### config.mk
export PLATFORM = sky130hd
export DESIGN_NAME = id_stage_hs_flat
export DESIGN_NICKNAME = d
export VERILOG_FILES = /design/src/rtl/id_stage_hs_pkg.sv /design/src/rtl/id_stage_hs_if.sv /design/src/rtl/id_stage_hs_fwd_select.sv /design/src/rtl/id_stage_hs.sv /design/src/flat_wrapper.sv
export SDC_FILE = /design/constraint.sdc
export NUM_CORES = 2
export LEC_CHECK = 0
export ABC_AREA = 1
export BUFFER_PORTS_ARGS = -buffer_cell sky130_fd_sc_hd__clkbuf_2
export CAP_MARGIN = 10
export CORE_UTILIZATION = 30
export CTS_CLUSTER_SIZE = 40
export DETAILED_ROUTE_END_ITERATION = 12
export PLACE_DENSITY = 0.49
export SYNTH_ARGS = -nofsm -noshare
export SYNTH_HDL_FRONTEND = slang
export SYNTH_SLANG_ARGS = --single-unit
export TNS_END_PERCENT = 1
### constraint.sdc
create_clock -name clk -period 3.7 [get_ports clk]
set_input_delay 0.74 -clock clk [delete_from_list [all_inputs] [get_ports clk]]
set_output_delay 0.74 -clock clk [all_outputs]
set_load 0.005 [all_outputs]
### src/rtl/id_stage_hs_pkg.sv
// Shared decode definitions for the ID stage: op widths, NO_RD/NO_WR codes,
// flag bit indices and the RV32I decoder used by id_stage_hs.
package id_stage_hs_pkg;

   localparam int unsigned ALU_OP_W = 4;
   localparam int unsigned MEM_RD_W = 3;
   localparam int unsigned MEM_WR_W = 2;
   localparam int unsigned BR_OP_W  = 3;
   localparam int unsigned FLAGS_W  = 7;

   // out_flags = {br, jal, jalr, sel_imm, op1_sel_pc, op1_sel_zero, op2_sel_4}
   localparam int unsigned FLAG_BR       = 6;
   localparam int unsigned FLAG_JAL      = 5;
   localparam int unsigned FLAG_JALR     = 4;
   localparam int unsigned FLAG_SEL_IMM  = 3;
   localparam int unsigned FLAG_OP1_PC   = 2;
   localparam int unsigned FLAG_OP1_ZERO = 1;
   localparam int unsigned FLAG_OP2_4    = 0;

   typedef enum logic [ALU_OP_W-1:0] {
      AluAdd, AluSub, AluSll, AluSlt, AluSltu, AluXor, AluSrl, AluSra, AluOr, AluAnd
   } alu_op_e;

   typedef enum logic [MEM_RD_W-1:0] {
      MemNoRd = 3'd0, MemLb = 3'd1, MemLh = 3'd2, MemLw = 3'd3, MemLbu = 3'd4, MemLhu = 3'd5
   } mem_rd_e;

   typedef enum logic [MEM_WR_W-1:0] {
      MemNoWr = 2'd0, MemSb = 2'd1, MemSh = 2'd2, MemSw = 2'd3
   } mem_wr_e;

   localparam logic [MEM_RD_W-1:0] NO_RD = MemNoRd;
   localparam logic [MEM_WR_W-1:0] NO_WR = MemNoWr;

   localparam logic [6:0] OpcOp     = 7'b0110011;
   localparam logic [6:0] OpcOpImm  = 7'b0010011;
   localparam logic [6:0] OpcLoad   = 7'b0000011;
   localparam logic [6:0] OpcStore  = 7'b0100011;
   localparam logic [6:0] OpcBranch = 7'b1100011;
   localparam logic [6:0] OpcJal    = 7'b1101111;
   localparam logic [6:0] OpcJalr   = 7'b1100111;
   localparam logic [6:0] OpcLui    = 7'b0110111;
   localparam logic [6:0] OpcAuipc  = 7'b0010111;

   typedef struct packed {
      logic [4:0]          rd;
      logic [4:0]          rs1;
      logic [4:0]          rs2;
      logic                rs1_rd;
      logic                rs2_rd;
      logic                reg_wen;
      logic                ill;
      logic [ALU_OP_W-1:0] alu_op;
      logic [MEM_RD_W-1:0] mem_rd_op;
      logic [MEM_WR_W-1:0] mem_wr_op;
      logic [BR_OP_W-1:0]  branch_op;
      logic [FLAGS_W-1:0]  flags;
      logic [31:0]         imm;
   } dec_t;

   function automatic logic [ALU_OP_W-1:0] alu_from_f3(input logic [2:0] f3);
      logic [ALU_OP_W-1:0] op;
      case (f3)
         3'd0:    op = AluAdd;
         3'd1:    op = AluSll;
         3'd2:    op = AluSlt;
         3'd3:    op = AluSltu;
         3'd4:    op = AluXor;
         3'd5:    op = AluSrl;
         3'd6:    op = AluOr;
         default: op = AluAnd;
      endcase
      return op;
   endfunction

   function automatic dec_t decode(input logic [31:0] i);
      dec_t       d;
      logic [2:0] f3;
      logic [6:0] f7;
      d       = '0;
      f3      = i[14:12];
      f7      = i[31:25];
      d.rd    = i[11:7];
      d.rs1   = i[19:15];
      d.rs2   = i[24:20];
      case (i[6:0])
         OpcOp: begin
            d.rs1_rd  = 1'b1;
            d.rs2_rd  = 1'b1;
            d.reg_wen = 1'b1;
            if (f7 == 7'h00) d.alu_op = alu_from_f3(f3);
            else if (f7 == 7'h20 && f3 == 3'd0) d.alu_op = AluSub;
            else if (f7 == 7'h20 && f3 == 3'd5) d.alu_op = AluSra;
            else d.ill = 1'b1;
         end
         OpcOpImm: begin
            d.rs1_rd                = 1'b1;
            d.reg_wen               = 1'b1;
            d.flags[FLAG_SEL_IMM]   = 1'b1;
            d.imm                   = {{20{i[31]}}, i[31:20]};
            d.alu_op                = alu_from_f3(f3);
            if (f3 == 3'd1 && f7 != 7'h00) d.ill = 1'b1;
            if (f3 == 3'd5) begin
               if (f7 == 7'h20) d.alu_op = AluSra;
               else if (f7 != 7'h00) d.ill = 1'b1;
            end
         end
         OpcLoad: begin
            d.rs1_rd              = 1'b1;
            d.reg_wen             = 1'b1;
            d.flags[FLAG_SEL_IMM] = 1'b1;
            d.imm                 = {{20{i[31]}}, i[31:20]};
            case (f3)
               3'd0:    d.mem_rd_op = MemLb;
               3'd1:    d.mem_rd_op = MemLh;
               3'd2:    d.mem_rd_op = MemLw;
               3'd4:    d.mem_rd_op = MemLbu;
               3'd5:    d.mem_rd_op = MemLhu;
               default: d.ill = 1'b1;
            endcase
         end
         OpcStore: begin
            d.rs1_rd              = 1'b1;
            d.rs2_rd              = 1'b1;
            d.flags[FLAG_SEL_IMM] = 1'b1;
            d.imm                 = {{20{i[31]}}, i[31:25], i[11:7]};
            case (f3)
               3'd0:    d.mem_wr_op = MemSb;
               3'd1:    d.mem_wr_op = MemSh;
               3'd2:    d.mem_wr_op = MemSw;
               default: d.ill = 1'b1;
            endcase
         end
         OpcBranch: begin
            d.rs1_rd         = 1'b1;
            d.rs2_rd         = 1'b1;
            d.flags[FLAG_BR] = 1'b1;
            d.branch_op      = f3;
            d.alu_op         = AluSub;
            d.imm            = {{19{i[31]}}, i[31], i[7], i[30:25], i[11:8], 1'b0};
            if (f3 == 3'd2 || f3 == 3'd3) d.ill = 1'b1;
         end
         OpcJal: begin
            d.reg_wen             = 1'b1;
            d.flags[FLAG_JAL]     = 1'b1;
            d.flags[FLAG_OP1_PC]  = 1'b1;
            d.flags[FLAG_OP2_4]   = 1'b1;
            d.imm = {{11{i[31]}}, i[31], i[19:12], i[20], i[30:21], 1'b0};
         end
         OpcJalr: begin
            d.rs1_rd              = 1'b1;
            d.reg_wen             = 1'b1;
            d.flags[FLAG_JALR]    = 1'b1;
            d.flags[FLAG_OP1_PC]  = 1'b1;
            d.flags[FLAG_OP2_4]   = 1'b1;
            d.imm                 = {{20{i[31]}}, i[31:20]};
            if (f3 != 3'd0) d.ill = 1'b1;
         end
         OpcLui: begin
            d.reg_wen              = 1'b1;
            d.flags[FLAG_SEL_IMM]  = 1'b1;
            d.flags[FLAG_OP1_ZERO] = 1'b1;
            d.imm                  = {i[31:12], 12'b0};
         end
         OpcAuipc: begin
            d.reg_wen             = 1'b1;
            d.flags[FLAG_SEL_IMM] = 1'b1;
            d.flags[FLAG_OP1_PC]  = 1'b1;
            d.imm                 = {i[31:12], 12'b0};
         end
         default: d.ill = 1'b1;
      endcase
      // Illegal instructions must have no architectural side effects downstream
      if (d.ill) begin
         d.reg_wen         = 1'b0;
         d.rs1_rd          = 1'b0;
         d.rs2_rd          = 1'b0;
         d.mem_rd_op       = NO_RD;
         d.mem_wr_op       = NO_WR;
         d.flags[FLAG_BR]  = 1'b0;
         d.flags[FLAG_JAL] = 1'b0;
         d.flags[FLAG_JALR] = 1'b0;
      end
      if (d.rd == 5'd0) d.reg_wen = 1'b0;
      return d;
   endfunction

endpackage

### src/rtl/id_stage_hs_if.sv
// Handshake/bus bundle between IF/ID, the ID stage, EX and writeback.
// slave = ID stage view, master = surrounding pipeline view.
interface id_stage_hs_if #(
   parameter int unsigned XLEN       = 32,
   parameter int unsigned PC_W       = 32,
   parameter int unsigned RF_AW      = 5,
   parameter int unsigned FWD_STAGES = 2
);
   import id_stage_hs_pkg::*;
   localparam int unsigned FSW = $clog2(FWD_STAGES + 1);

   logic                        flush;
   logic                        in_valid;
   logic                        in_ready;
   logic [PC_W-1:0]             in_pc;
   logic [31:0]                 in_instr;
   logic [FWD_STAGES-1:0]       fwd_wen;
   logic [FWD_STAGES*RF_AW-1:0] fwd_waddr;
   logic [FWD_STAGES-1:0]       fwd_is_load;
   logic                        wb_wen;
   logic [RF_AW-1:0]            wb_waddr;
   logic [XLEN-1:0]             wb_wdata;
   logic                        out_valid;
   logic                        out_ready;
   logic [PC_W-1:0]             out_pc;
   logic                        out_reg_wen;
   logic [RF_AW-1:0]            out_reg_waddr;
   logic [XLEN-1:0]             out_rs1_data;
   logic [XLEN-1:0]             out_rs2_data;
   logic [XLEN-1:0]             out_imm;
   logic [ALU_OP_W-1:0]         out_alu_op;
   logic [MEM_RD_W-1:0]         out_mem_rd_op;
   logic [MEM_WR_W-1:0]         out_mem_wr_op;
   logic [BR_OP_W-1:0]          out_branch_op;
   logic [FLAGS_W-1:0]          out_flags;
   logic [FSW-1:0]              out_op1_fwd_sel;
   logic [FSW-1:0]              out_op2_fwd_sel;
   logic                        out_ill_instr;
   logic                        load_stall;
   logic [31:0]                 stall_cnt;

   modport slave (
      input  flush, in_valid, in_pc, in_instr, fwd_wen, fwd_waddr, fwd_is_load,
             wb_wen, wb_waddr, wb_wdata, out_ready,
      output in_ready, out_valid, out_pc, out_reg_wen, out_reg_waddr, out_rs1_data,
             out_rs2_data, out_imm, out_alu_op, out_mem_rd_op, out_mem_wr_op, out_branch_op,
             out_flags, out_op1_fwd_sel, out_op2_fwd_sel, out_ill_instr, load_stall, stall_cnt
   );

   modport master (
      output flush, in_valid, in_pc, in_instr, fwd_wen, fwd_waddr, fwd_is_load,
             wb_wen, wb_waddr, wb_wdata, out_ready,
      input  in_ready, out_valid, out_pc, out_reg_wen, out_reg_waddr, out_rs1_data,
             out_rs2_data, out_imm, out_alu_op, out_mem_rd_op, out_mem_wr_op, out_branch_op,
             out_flags, out_op1_fwd_sel, out_op2_fwd_sel, out_ill_instr, load_stall, stall_cnt
   );
endinterface

### src/rtl/id_stage_hs_fwd_select.sv
// Priority forwarding match of one source register over the downstream write
// stages. Stage 0 is the youngest and wins. Also flags a load result that is
// still too young to forward.
module id_stage_hs_fwd_select #(
   parameter int unsigned RF_AW      = 5,
   parameter int unsigned FWD_STAGES = 2,
   parameter int unsigned LOAD_LAT   = 1
) (
   input  logic [RF_AW-1:0]                     rs,
   input  logic                                 rs_rd,
   input  logic [FWD_STAGES-1:0]                fwd_wen,
   input  logic [FWD_STAGES*RF_AW-1:0]          fwd_waddr,
   input  logic [FWD_STAGES-1:0]                fwd_is_load,
   output logic [$clog2(FWD_STAGES+1)-1:0]      sel,
   output logic                                 load_hazard
);
   localparam int unsigned FSW = $clog2(FWD_STAGES + 1);

   // Scan oldest to youngest so the youngest match overwrites the result
   always_comb begin
      sel         = '0;
      load_hazard = 1'b0;
      for (int i = int'(FWD_STAGES) - 1; i >= 0; i--) begin
         if (rs_rd && rs != '0 && fwd_wen[i] && fwd_waddr[i*RF_AW +: RF_AW] == rs) begin
            sel         = FSW'(i + 1);
            load_hazard = fwd_is_load[i] && (i < int'(LOAD_LAT));
         end
      end
   end
endmodule

### src/rtl/id_stage_hs.sv
// Instruction-decode stage with valid/ready handshake, N-deep forwarding
// select, load-use interlock and a saturating stall counter.
// Optional feature macro: ID_RF_BYPASS_EN (regfile write-through on read).
module id_stage_hs
   import id_stage_hs_pkg::*;
#(
   parameter int unsigned XLEN       = 32,
   parameter int unsigned PC_W       = 32,
   parameter int unsigned RF_AW      = 5,
   parameter int unsigned FWD_STAGES = 2,
   parameter int unsigned LOAD_LAT   = 1
) (
   input logic          clk,
   input logic          rst,
   id_stage_hs_if.slave bus
);
   localparam int unsigned FSW = $clog2(FWD_STAGES + 1);

   typedef struct packed {
      logic                valid;
      logic [PC_W-1:0]     pc;
      logic                reg_wen;
      logic [RF_AW-1:0]    reg_waddr;
      logic [XLEN-1:0]     rs1_data;
      logic [XLEN-1:0]     rs2_data;
      logic [XLEN-1:0]     imm;
      logic [ALU_OP_W-1:0] alu_op;
      logic [MEM_RD_W-1:0] mem_rd_op;
      logic [MEM_WR_W-1:0] mem_wr_op;
      logic [BR_OP_W-1:0]  branch_op;
      logic [FLAGS_W-1:0]  flags;
      logic [FSW-1:0]      op1_sel;
      logic [FSW-1:0]      op2_sel;
      logic                ill;
   } out_t;

   dec_t             dec;
   logic [RF_AW-1:0] rs1_a, rs2_a;
   logic [XLEN-1:0]  rs1_data, rs2_data;
   logic [FSW-1:0]   op1_sel, op2_sel;
   logic             haz1, haz2;
   logic             load_stall_c, adv, issue;
   logic [XLEN-1:0]  rf_q [2**RF_AW];
   out_t             out_q, out_d;
   logic [31:0]      stall_cnt_q, stall_cnt_d;

   assign dec   = decode(bus.in_instr);
   assign rs1_a = RF_AW'(dec.rs1);
   assign rs2_a = RF_AW'(dec.rs2);

   // Regfile write port; entry 0 is never written and always reads as zero
   always_ff @(posedge clk) begin
      if (bus.wb_wen && bus.wb_waddr != '0) rf_q[bus.wb_waddr] <= bus.wb_wdata;
   end

   // Regfile read ports, optionally returning same-cycle writeback data
   always_comb begin
      rs1_data = (rs1_a == '0) ? '0 : rf_q[rs1_a];
      rs2_data = (rs2_a == '0) ? '0 : rf_q[rs2_a];
`ifdef ID_RF_BYPASS_EN
      if (bus.wb_wen && bus.wb_waddr == rs1_a && rs1_a != '0) rs1_data = bus.wb_wdata;
      if (bus.wb_wen && bus.wb_waddr == rs2_a && rs2_a != '0) rs2_data = bus.wb_wdata;
`endif
   end

   id_stage_hs_fwd_select #(
      .RF_AW      (RF_AW),
      .FWD_STAGES (FWD_STAGES),
      .LOAD_LAT   (LOAD_LAT)
   ) u_fwd_rs1 (
      .rs          (rs1_a),
      .rs_rd       (dec.rs1_rd),
      .fwd_wen     (bus.fwd_wen),
      .fwd_waddr   (bus.fwd_waddr),
      .fwd_is_load (bus.fwd_is_load),
      .sel         (op1_sel),
      .load_hazard (haz1)
   );

   id_stage_hs_fwd_select #(
      .RF_AW      (RF_AW),
      .FWD_STAGES (FWD_STAGES),
      .LOAD_LAT   (LOAD_LAT)
   ) u_fwd_rs2 (
      .rs          (rs2_a),
      .rs_rd       (dec.rs2_rd),
      .fwd_wen     (bus.fwd_wen),
      .fwd_waddr   (bus.fwd_waddr),
      .fwd_is_load (bus.fwd_is_load),
      .sel         (op2_sel),
      .load_hazard (haz2)
   );

   // Flush outranks the interlock: a flushed instruction never stalls
   assign load_stall_c = bus.in_valid & ~bus.flush & (haz1 | haz2);
   assign adv          = ~out_q.valid | bus.out_ready;
   assign issue        = bus.in_valid & ~bus.flush & ~load_stall_c;

   // Next output payload: load on issue, bubble otherwise, hold while frozen
   always_comb begin
      out_d = out_q;
      if (adv) begin
         out_d.valid = issue;
         if (issue) begin
            out_d.pc        = bus.in_pc;
            out_d.reg_wen   = dec.reg_wen;
            out_d.reg_waddr = RF_AW'(dec.rd);
            out_d.rs1_data  = rs1_data;
            out_d.rs2_data  = rs2_data;
            out_d.imm       = XLEN'(dec.imm);
            out_d.alu_op    = dec.alu_op;
            out_d.mem_rd_op = dec.mem_rd_op;
            out_d.mem_wr_op = dec.mem_wr_op;
            out_d.branch_op = dec.branch_op;
            out_d.flags     = dec.flags;
            out_d.op1_sel   = op1_sel;
            out_d.op2_sel   = op2_sel;
            out_d.ill       = dec.ill;
         end else begin
            out_d.reg_wen   = 1'b0;
            out_d.mem_rd_op = NO_RD;
            out_d.mem_wr_op = NO_WR;
            out_d.branch_op = '0;
            out_d.flags     = '0;
            out_d.op1_sel   = '0;
            out_d.op2_sel   = '0;
            out_d.ill       = 1'b0;
         end
      end
   end

   // Saturating count of cycles lost to the load-use interlock
   always_comb begin
      stall_cnt_d = stall_cnt_q;
      if (load_stall_c && adv && stall_cnt_q != '1) stall_cnt_d = stall_cnt_q + 32'd1;
   end

   // Output and counter state with synchronous active-low reset
   always_ff @(posedge clk) begin
      if (!rst) begin
         out_q       <= '0;
         stall_cnt_q <= '0;
      end else begin
         out_q       <= out_d;
         stall_cnt_q <= stall_cnt_d;
      end
   end

   assign bus.in_ready        = bus.flush | (adv & ~load_stall_c);
   assign bus.load_stall      = load_stall_c;
   assign bus.stall_cnt       = stall_cnt_q;
   assign bus.out_valid       = out_q.valid;
   assign bus.out_pc          = out_q.pc;
   assign bus.out_reg_wen     = out_q.reg_wen;
   assign bus.out_reg_waddr   = out_q.reg_waddr;
   assign bus.out_rs1_data    = out_q.rs1_data;
   assign bus.out_rs2_data    = out_q.rs2_data;
   assign bus.out_imm         = out_q.imm;
   assign bus.out_alu_op      = out_q.alu_op;
   assign bus.out_mem_rd_op   = out_q.mem_rd_op;
   assign bus.out_mem_wr_op   = out_q.mem_wr_op;
   assign bus.out_branch_op   = out_q.branch_op;
   assign bus.out_flags       = out_q.flags;
   assign bus.out_op1_fwd_sel = out_q.op1_sel;
   assign bus.out_op2_fwd_sel = out_q.op2_sel;
   assign bus.out_ill_instr   = out_q.ill;
endmodule

### src/flat_wrapper.sv
// flat-port wrapper written by rule: the top's interface ports become plain ports
module id_stage_hs_flat import id_stage_hs_pkg::*;
#(
   parameter int unsigned XLEN       = 32,
   parameter int unsigned PC_W       = 32,
   parameter int unsigned RF_AW      = 5,
   parameter int unsigned FWD_STAGES = 2,
   parameter int unsigned LOAD_LAT   = 1
)
  (clk, rst, bus_flush, bus_in_valid, bus_in_pc, bus_in_instr, bus_fwd_wen, bus_fwd_waddr, bus_fwd_is_load, bus_wb_wen, bus_wb_waddr, bus_wb_wdata, bus_out_ready, bus_in_ready, bus_out_valid, bus_out_pc, bus_out_reg_wen, bus_out_reg_waddr, bus_out_rs1_data, bus_out_rs2_data, bus_out_imm, bus_out_alu_op, bus_out_mem_rd_op, bus_out_mem_wr_op, bus_out_branch_op, bus_out_flags, bus_out_op1_fwd_sel, bus_out_op2_fwd_sel, bus_out_ill_instr, bus_load_stall, bus_stall_cnt);
  id_stage_hs_if #(.XLEN(XLEN), .PC_W(PC_W), .RF_AW(RF_AW), .FWD_STAGES(FWD_STAGES)) bus_i ();
  input logic clk;
  input logic rst;
  input wire logic [$bits(bus_i.flush)-1:0] bus_flush;
  input wire logic [$bits(bus_i.in_valid)-1:0] bus_in_valid;
  input wire logic [$bits(bus_i.in_pc)-1:0] bus_in_pc;
  input wire logic [$bits(bus_i.in_instr)-1:0] bus_in_instr;
  input wire logic [$bits(bus_i.fwd_wen)-1:0] bus_fwd_wen;
  input wire logic [$bits(bus_i.fwd_waddr)-1:0] bus_fwd_waddr;
  input wire logic [$bits(bus_i.fwd_is_load)-1:0] bus_fwd_is_load;
  input wire logic [$bits(bus_i.wb_wen)-1:0] bus_wb_wen;
  input wire logic [$bits(bus_i.wb_waddr)-1:0] bus_wb_waddr;
  input wire logic [$bits(bus_i.wb_wdata)-1:0] bus_wb_wdata;
  input wire logic [$bits(bus_i.out_ready)-1:0] bus_out_ready;
  output wire logic [$bits(bus_i.in_ready)-1:0] bus_in_ready;
  output wire logic [$bits(bus_i.out_valid)-1:0] bus_out_valid;
  output wire logic [$bits(bus_i.out_pc)-1:0] bus_out_pc;
  output wire logic [$bits(bus_i.out_reg_wen)-1:0] bus_out_reg_wen;
  output wire logic [$bits(bus_i.out_reg_waddr)-1:0] bus_out_reg_waddr;
  output wire logic [$bits(bus_i.out_rs1_data)-1:0] bus_out_rs1_data;
  output wire logic [$bits(bus_i.out_rs2_data)-1:0] bus_out_rs2_data;
  output wire logic [$bits(bus_i.out_imm)-1:0] bus_out_imm;
  output wire logic [$bits(bus_i.out_alu_op)-1:0] bus_out_alu_op;
  output wire logic [$bits(bus_i.out_mem_rd_op)-1:0] bus_out_mem_rd_op;
  output wire logic [$bits(bus_i.out_mem_wr_op)-1:0] bus_out_mem_wr_op;
  output wire logic [$bits(bus_i.out_branch_op)-1:0] bus_out_branch_op;
  output wire logic [$bits(bus_i.out_flags)-1:0] bus_out_flags;
  output wire logic [$bits(bus_i.out_op1_fwd_sel)-1:0] bus_out_op1_fwd_sel;
  output wire logic [$bits(bus_i.out_op2_fwd_sel)-1:0] bus_out_op2_fwd_sel;
  output wire logic [$bits(bus_i.out_ill_instr)-1:0] bus_out_ill_instr;
  output wire logic [$bits(bus_i.load_stall)-1:0] bus_load_stall;
  output wire logic [$bits(bus_i.stall_cnt)-1:0] bus_stall_cnt;
  assign bus_i.flush = bus_flush;
  assign bus_i.in_valid = bus_in_valid;
  assign bus_i.in_pc = bus_in_pc;
  assign bus_i.in_instr = bus_in_instr;
  assign bus_i.fwd_wen = bus_fwd_wen;
  assign bus_i.fwd_waddr = bus_fwd_waddr;
  assign bus_i.fwd_is_load = bus_fwd_is_load;
  assign bus_i.wb_wen = bus_wb_wen;
  assign bus_i.wb_waddr = bus_wb_waddr;
  assign bus_i.wb_wdata = bus_wb_wdata;
  assign bus_i.out_ready = bus_out_ready;
  assign bus_in_ready = bus_i.in_ready;
  assign bus_out_valid = bus_i.out_valid;
  assign bus_out_pc = bus_i.out_pc;
  assign bus_out_reg_wen = bus_i.out_reg_wen;
  assign bus_out_reg_waddr = bus_i.out_reg_waddr;
  assign bus_out_rs1_data = bus_i.out_rs1_data;
  assign bus_out_rs2_data = bus_i.out_rs2_data;
  assign bus_out_imm = bus_i.out_imm;
  assign bus_out_alu_op = bus_i.out_alu_op;
  assign bus_out_mem_rd_op = bus_i.out_mem_rd_op;
  assign bus_out_mem_wr_op = bus_i.out_mem_wr_op;
  assign bus_out_branch_op = bus_i.out_branch_op;
  assign bus_out_flags = bus_i.out_flags;
  assign bus_out_op1_fwd_sel = bus_i.out_op1_fwd_sel;
  assign bus_out_op2_fwd_sel = bus_i.out_op2_fwd_sel;
  assign bus_out_ill_instr = bus_i.out_ill_instr;
  assign bus_load_stall = bus_i.load_stall;
  assign bus_stall_cnt = bus_i.stall_cnt;
  id_stage_hs #(.XLEN(XLEN), .PC_W(PC_W), .RF_AW(RF_AW), .FWD_STAGES(FWD_STAGES), .LOAD_LAT(LOAD_LAT)) u_core (.clk(clk), .rst(rst), .bus(bus_i));
endmodule
== After elaboration in Yosys (flattened, before gate mapping) ==
Memories as Yosys holds them, arrays and structs flattened.
Cells that the tools add are included.
Operators by class
  add/subtract/negate cells: 1
  $mul: 0
  div/mod/pow operators: 0
  $lt $le $gt $ge: 0
  equal/unequal tests: 21
  shift-type cells: 0
  muxes and demuxes: 49
  bitwise operators: 10
  reduce and logical (&&, ||, !) cells: 39
Operator list (number)
  $pmux W32 S5: 1
  $mux W32: 2
  $add A32 B1 Y32 const B: 1
  $ne A32 B32 Y1 const B: 1
  $eq A7 B6 Y1 const B: 4
  $pmux W4 S7: 1
  $mux W1: 25
  $eq A7 B7 Y1 const B: 3
  $eq A5 B5 Y1: 4
  $mux W20: 1
  $logic_and A1 B1 Y1: 16
  $mux W4: 4
  $logic_not A5 Y1: 3
  $pmux W3 S5: 1
  $reduce_bool A5 Y1: 3
  $reduce_or A3 Y1: 5
  $eq A7 B5 Y1 const B: 2
  $mux W3: 4
  $pmux W4 S3: 1
  $mux W2: 5
  $mux W5: 2
  $reduce_or A5 Y1: 2
  $eq A3 B3 Y1 const B: 3
  $eq A7 B2 Y1 const B: 1
  other kinds (16): 25
Storage, ports and cells
  bits in registers: 191
  bits in latches: 0
  bits in writable memories: 1024
  bits in read-only memories: 0
  input bits: 121
  output and inout bits: 193
  logic and storage cells: 137
  memories: 1
Memory list
  u_core.rf_q: depth 32, bits a word 32, rd ports 2, clocked after Yosys merged registers in 0, write ports 1, RTL line id_stage_hs.sv:43  | logic [XLEN-1:0] rf_q [2**RF_AW];

== Longest topological paths before layout ==
  word-level depth: 17
  depth in mapped cells: 19
  mapped depth without buffers: 18

== Hierarchy ==
Synthesis repeated with hierarchy kept, for this count alone.
Second synthesis, totals
  cell total of the unflattened synthesis: 6963
  area, all modules: 59628.4 um^2
By module, submodules not included
  id_stage_hs: instances 1, cells each 6851, area an instance 59145.5 um^2, seq. area each 34573.2 um^2
  id_stage_hs_fwd_select: instances 2, cells each 56, area an instance 241.5 um^2, seq. area each 0.0 um^2

== Worst setup path after synthesis ==
OpenSTA, ideal clock, no wires.
  path type: input port to flip-flop
  start: input port bus_wb_waddr[0]
  end: memory u_core.rf_q[2][0], enable pin
  library setup time: 461 ps
  data arrival time: 3210 ps
  data required time: 3239 ps
  slack: 29 ps
  stages: 3
  buffers on the path: 0
  cells stage by stage: inv_1 -> nand2_1 -> nor3_1
Between the ends
  longest elaborated chain between the ends: 4
RTL lines
  from (decl): RTL line flat_wrapper.sv:22  | input wire logic [$bits(bus_i.wb_waddr)-1:0] bus_wb_waddr;
  $reduce_bool A5 Y1: RTL line id_stage_hs.sv:53  | if (bus.wb_wen && bus.wb_waddr != '0) rf_q[bus.wb_waddr] <= bus.wb_wdata;
  $logic_and A1 B1 Y1: RTL line id_stage_hs.sv:53
  $mux W1: RTL line id_stage_hs.sv:53
  $mux W1 (implied by the code): RTL line id_stage_hs.sv:53
  to (decl): RTL line id_stage_hs.sv:43
Parallel ways exist; a longest one is shown, timed or not.

== Worst setup path in the final report ==
  start: input port bus_in_instr[13]
  end: output port bus_in_ready
Between the ends
  longest elaborated chain between the ends: 17
  elaborated cells between the ends (all ways): 39
  those cells by class: 5 x eq/ne; 15 x mux; 5 x bitwise; 14 x reduce/logical
RTL lines
  from (decl): RTL line flat_wrapper.sv:17  | input wire logic [$bits(bus_i.in_instr)-1:0] bus_in_instr;
  $eq A3 B1 Y1: RTL line id_stage_hs_pkg.sv:102, id_stage_hs_pkg.sv:113, id_stage_hs_pkg.sv:127
  $logic_and A1 B1 Y1: RTL line id_stage_hs_pkg.sv:102  | if (f3 == 3'd1 && f7 != 7'h00) d.ill = 1'b1;
  $mux W1: RTL line id_stage_hs_pkg.sv:102
  $mux W1: RTL line id_stage_hs_pkg.sv:105  | else if (f7 != 7'h00) d.ill = 1'b1;
  $mux W1: RTL line id_stage_hs_pkg.sv:104  | if (f7 == 7'h20) d.alu_op = AluSra;
  $mux W5: RTL line id_stage_hs_pkg.sv:103  | if (f3 == 3'd5) begin
  $pmux W1 S7 *: RTL line id_stage_hs_pkg.sv:86  | case (i[6:0])
  $mux W3 *: RTL line id_stage_hs_pkg.sv:174  | if (d.ill) begin
  $logic_and A1 B1 Y1 (3 in a row): RTL line id_stage_hs_fwd_select.sv:24  | if (rs_rd && rs != '0 && fwd_wen[i] && fwd_waddr[i*RF_AW +: RF_AW] == rs) begin
  $mux W1: RTL line id_stage_hs_fwd_select.sv:24
  $or A1 B1 Y1 *: RTL line id_stage_hs.sv:95  | assign load_stall_c = bus.in_valid & ~bus.flush & (haz1 | haz2);
  $and A1 B1 Y1 *: RTL line id_stage_hs.sv:95
  $not A1 Y1 *: RTL line id_stage_hs.sv:149  | assign bus.in_ready = bus.flush | (adv & ~load_stall_c);
  $and A1 B1 Y1 *: RTL line id_stage_hs.sv:149
  $or A1 B1 Y1 *: RTL line id_stage_hs.sv:149
  to (decl): RTL line flat_wrapper.sv:25  | output wire logic [$bits(bus_i.in_ready)-1:0] bus_in_ready;
Mark *: on every way between the ends. The rest lies on a longest branch, timed or not.

==> impl_metrics.toml <==
[synth]
ys_ff_latch = 1215
synth.area.top_cells = "edfxtp_1 53%, o21ai_0 7.0%, dfxtp_1 6.6%"
async_flop_share = 0
synth_cell_types = 40
yosys_warnings = 0
synthAdderAreaFrac = 0.000215
synth_compound_area_frac = 0.200
seq_area_frac_synth = 0.595
synth_top_area_cell = "edfxtp_1"
synthMuxAreaShare = 0.00810
synth.top_cell.area_share = 0.529
yosys.area_share.simple = 0.134
synth-edff-count = 1024
syn-cell-area_mm2 = 0.0581
synth.avg_cell_area_um2 = 9.51
synthCells = 6106
synth_top_family_by_area = "compound AO/OA/AOI/OAI gates"
synth_ff_type = "edfxtp_1"
synth_xor_area_frac = 0.00543

[critical_path]
crit_path_end_kind = "output port"
r2r_end = "u_core.bus.stall_cnt[15]"
path_cells = "clkbuf_2 -> inv_1 -> nand2_1 -> o21ai_0 -> nand2_1 -> nand2_1 -> nand3_1 -> nor2_4 -> nand3_1 -> nand2_1 -> nand3_1 -> o21ai_0 -> inv_1 -> clkbuf_2"
critPathMaxFanout = 8
cp.required_ps = 2960
critPathMostFrequentCell = "nand2_1"
r2r_setup_slack_ps = 1220
worstPathBufferInverterCount = 4
start_kind = "input pin"
startpoint = "bus_in_instr[13]"
slowest_delay_ps = 230
slowest_stage = "nor2_4"
critPathTopFamily = "simple AND/OR/NAND/NOR gates"
worstReg2RegStart = "u_core.bus.stall_cnt[1]"
worstRegToRegCells = 12
worstSetupPathType = "in2out"
critical_path_arrival_ps = 2550

[floorplanning]
start_util = 0.302
coreArea_mm2 = 0.192
dieArea_mm2 = 0.195
die-height_um = 442
die-width_um = 442
io_pins = 314
rows = 161

[detailed_routing]
vias_per_cell = 5.57
drc_errors = 0
post_drt_wl_per_cell_um = 25.6
routed_wl_mm = 227
drt_iter0_markers = 5471
ant_nets = 0
drt_first_pass_iters = 5
via_count = 49500

[global_route]
grtUsageTotal = 0.224
antenna_found_initial = 18
grt_first_pass_wirelength_mm = 323
grt_max_degree = 187
grt_overflow = 0
grt_pass1_vias = 46500

[timing]
min_period_ps = 3290
worst_slack_ps = 415
finalCritPeriodShare = 0.888
finalSetupViolations = 0
fmax_mhz = 304
tightest_slew_ps = 1100
rsz0062_at_grt = "false"
slew_viol_final = 0
finalSetupTns_ps = 0
slew_headroom = 0.270
hold_violations = 0
hold_slack_ps = 182
clock_skew_ps = 27.5

[cts]
cts_root_buf = "clkbuf_16"
cts_tree = "done"
post_cts_buffers = 0
hold_buffers = 0
cts_resized = 0
clk_pin_slew_ps = 60
cts_buffers = 135
cts.sinks = 1215
insertion_delay_ps = 790
clk_path_buf_depth = 3
htreeDepth = 4

[final_layout]
final-seq-area_mm2 = 0.0346
stdcell_area_mm2 = 0.0678
final_cells = 8887
multiInputGateArea_mm2 = 0.0206
final_layout_size_suffix_gt1_frac = 0.114
fill_cells = 19200
fin_nets = 6370
areaGrowthSynthToFinish_pct = 16.6
fin_util = 0.352

[pwr]
power_frac_clock = 0.423
power_density_mw_per_mm2 = 468
p_switching_mw = 8.05
cellLeakagePower_nw = 23.7
pwr-share-seq = 0.478
irDropWorstVdd_v = 0.000500
switching_share = 0.254
p_comb_frac = 0.099
finalPower_mw = 31.7
p_int_mw = 23.7

[placement]
portBuffers = 312
place_inst = 8637
hpwlAfterDp_mm = 118
gp_routability_congestion = 0.860
dp_slack_ps = 75.3
dpl_cell_area_mm2 = 0.0634

[worst_hold_path]
hold_depth = 3
whs_endpoint = "u_core.bus.out_pc[14]"
hold_start = "bus_in_pc[14]"
hold_path_class = "in2reg"

[job]
max_cap_violations = 0

[status]
status = "finished clean"
-- power by group through the flow --
stage               sequential [mW]  clock, mW  combinational [mW]
global route                   15.2       14.2                3.39
global placement               15.5          0                3.09
finish                         15.2       13.4                3.15
floorplan                      15.4          0                1.69
CTS                            15.2       13.7                3.11
detailed placement             15.5          0                3.11
-- logic make-up (layout without fill, tap and decap cells) --
| kind of cell | count (synthesis) | count (layout) |
|---|---|---|
| mux | 47 | 47 |
| simple gates | 1888 | 1888 |
| compound gates | 2070 | 2070 |
| xor+xnor | 36 | 36 |
| fa+ha+maj | 1 | 1 |
| other cells | 1 | 37 |
| flops | 1215 | 1215 |
| buf+inv | 848 | 1067 |
-- how the worst max path moves through the flow --
stage | cells past startpoint | end
after floorplan | 3 | u_core.rf_q[2][0]
after global placement | 18 | u_core.bus.out_pc[4]
after detailed placement | 18 | u_core.bus.out_pc[11]
after CTS | 14 | bus_in_ready
after global routing | 14 | bus_in_ready
final | 14 | bus_in_ready
-- cells in the mapped netlist (2+ instances only) --
cell       number
dfxtp_1       191
clkinv_1        7
a21oi_1       654
clkbuf_2        2
xnor2_1         7
o2111ai_1       7
nand2_1       798
a211oi_1        3
nand2_2         2
inv_1         339
a31oi_1         2
o21ai_0       809
clkbuf_1      368
o22ai_1       208
nand4_1        19
nor4_1          7
buf_2          36
xor2_1         29
buf_6           2
nor3_1         33
nand3_1       397
or2_1          13
buf_1          65
mux2i_1        47
buf_4          21
edfxtp_1     1024
inv_2           8
nor2_1        612
o211ai_1      384
nor2_4          2
-- worst reg2reg max path: cells and delay by family (launching register included) --
kind / cells / cell delay [ps]
fa+ha+maj: 1 / 270
simple gates: 5 / 890
compound gates: 2 / 280
flops: 1 / 430
buf+inv: 4 / 530
-- layout make-up --
cell class,instances,share of cell area
clock buffer,190,0.0581
sequential,1215,0.510
inverter,354,0.0203
multi-input combinational,4074,0.304
timing repair buffer,468,0.0547
clock inverter,55,0.00628
antenna,5,0.000185
tap,2526,0.0466
-- cell usage in the layout (no fill, tap or decap), drive strengths merged, types with 32 or more instances in the layout --
cell,count
clkinv,40
inv,358
o21ai,809
nand3,399
nor2,615
a21oi,654
conb,32
buf,166
nor3,33
dfxtp,191
nand2,800
o211ai,384
o22ai,208
edfxtp,1024
mux2i,47
clkbuf,492
-- sequential cells by signal (all words and copies together) (netlist names) --
signal and cells:
u_core.bus.out_mem_rd_op 3, u_core.bus.out_branch_op 3, u_core.bus.out_rs2_data 32, u_core.bus.out_reg_waddr 5
u_core.bus.out_imm 32, u_core.rf_q 1024, u_core.bus.out_op1_fwd_sel 2, u_core.bus.out_flags 7
u_core.bus.stall_cnt 32, u_core.bus.out_mem_wr_op 2, u_core.bus.out_op2_fwd_sel 2, u_core.bus.out_reg_wen 1
u_core.bus.out_rs1_data 32, u_core.bus.out_pc 32, u_core.bus.out_alu_op 4, u_core.bus.out_valid 1
u_core.bus.out_ill_instr 1
-- routing by layer --
layer | vias to the layer above | GRT usage | part of all wire
met2 | 2435 | 0.351 | 0.45
met3 | 468 | 0.0407 | 0.084
met5 | - | 0 | 0.00044
li1 | 22300 | - | -
met4 | 14 | 0.0884 | 0.036
met1 | 24300 | 0.307 | 0.43
No activity file was read; power rests on OpenSTA's default activity.
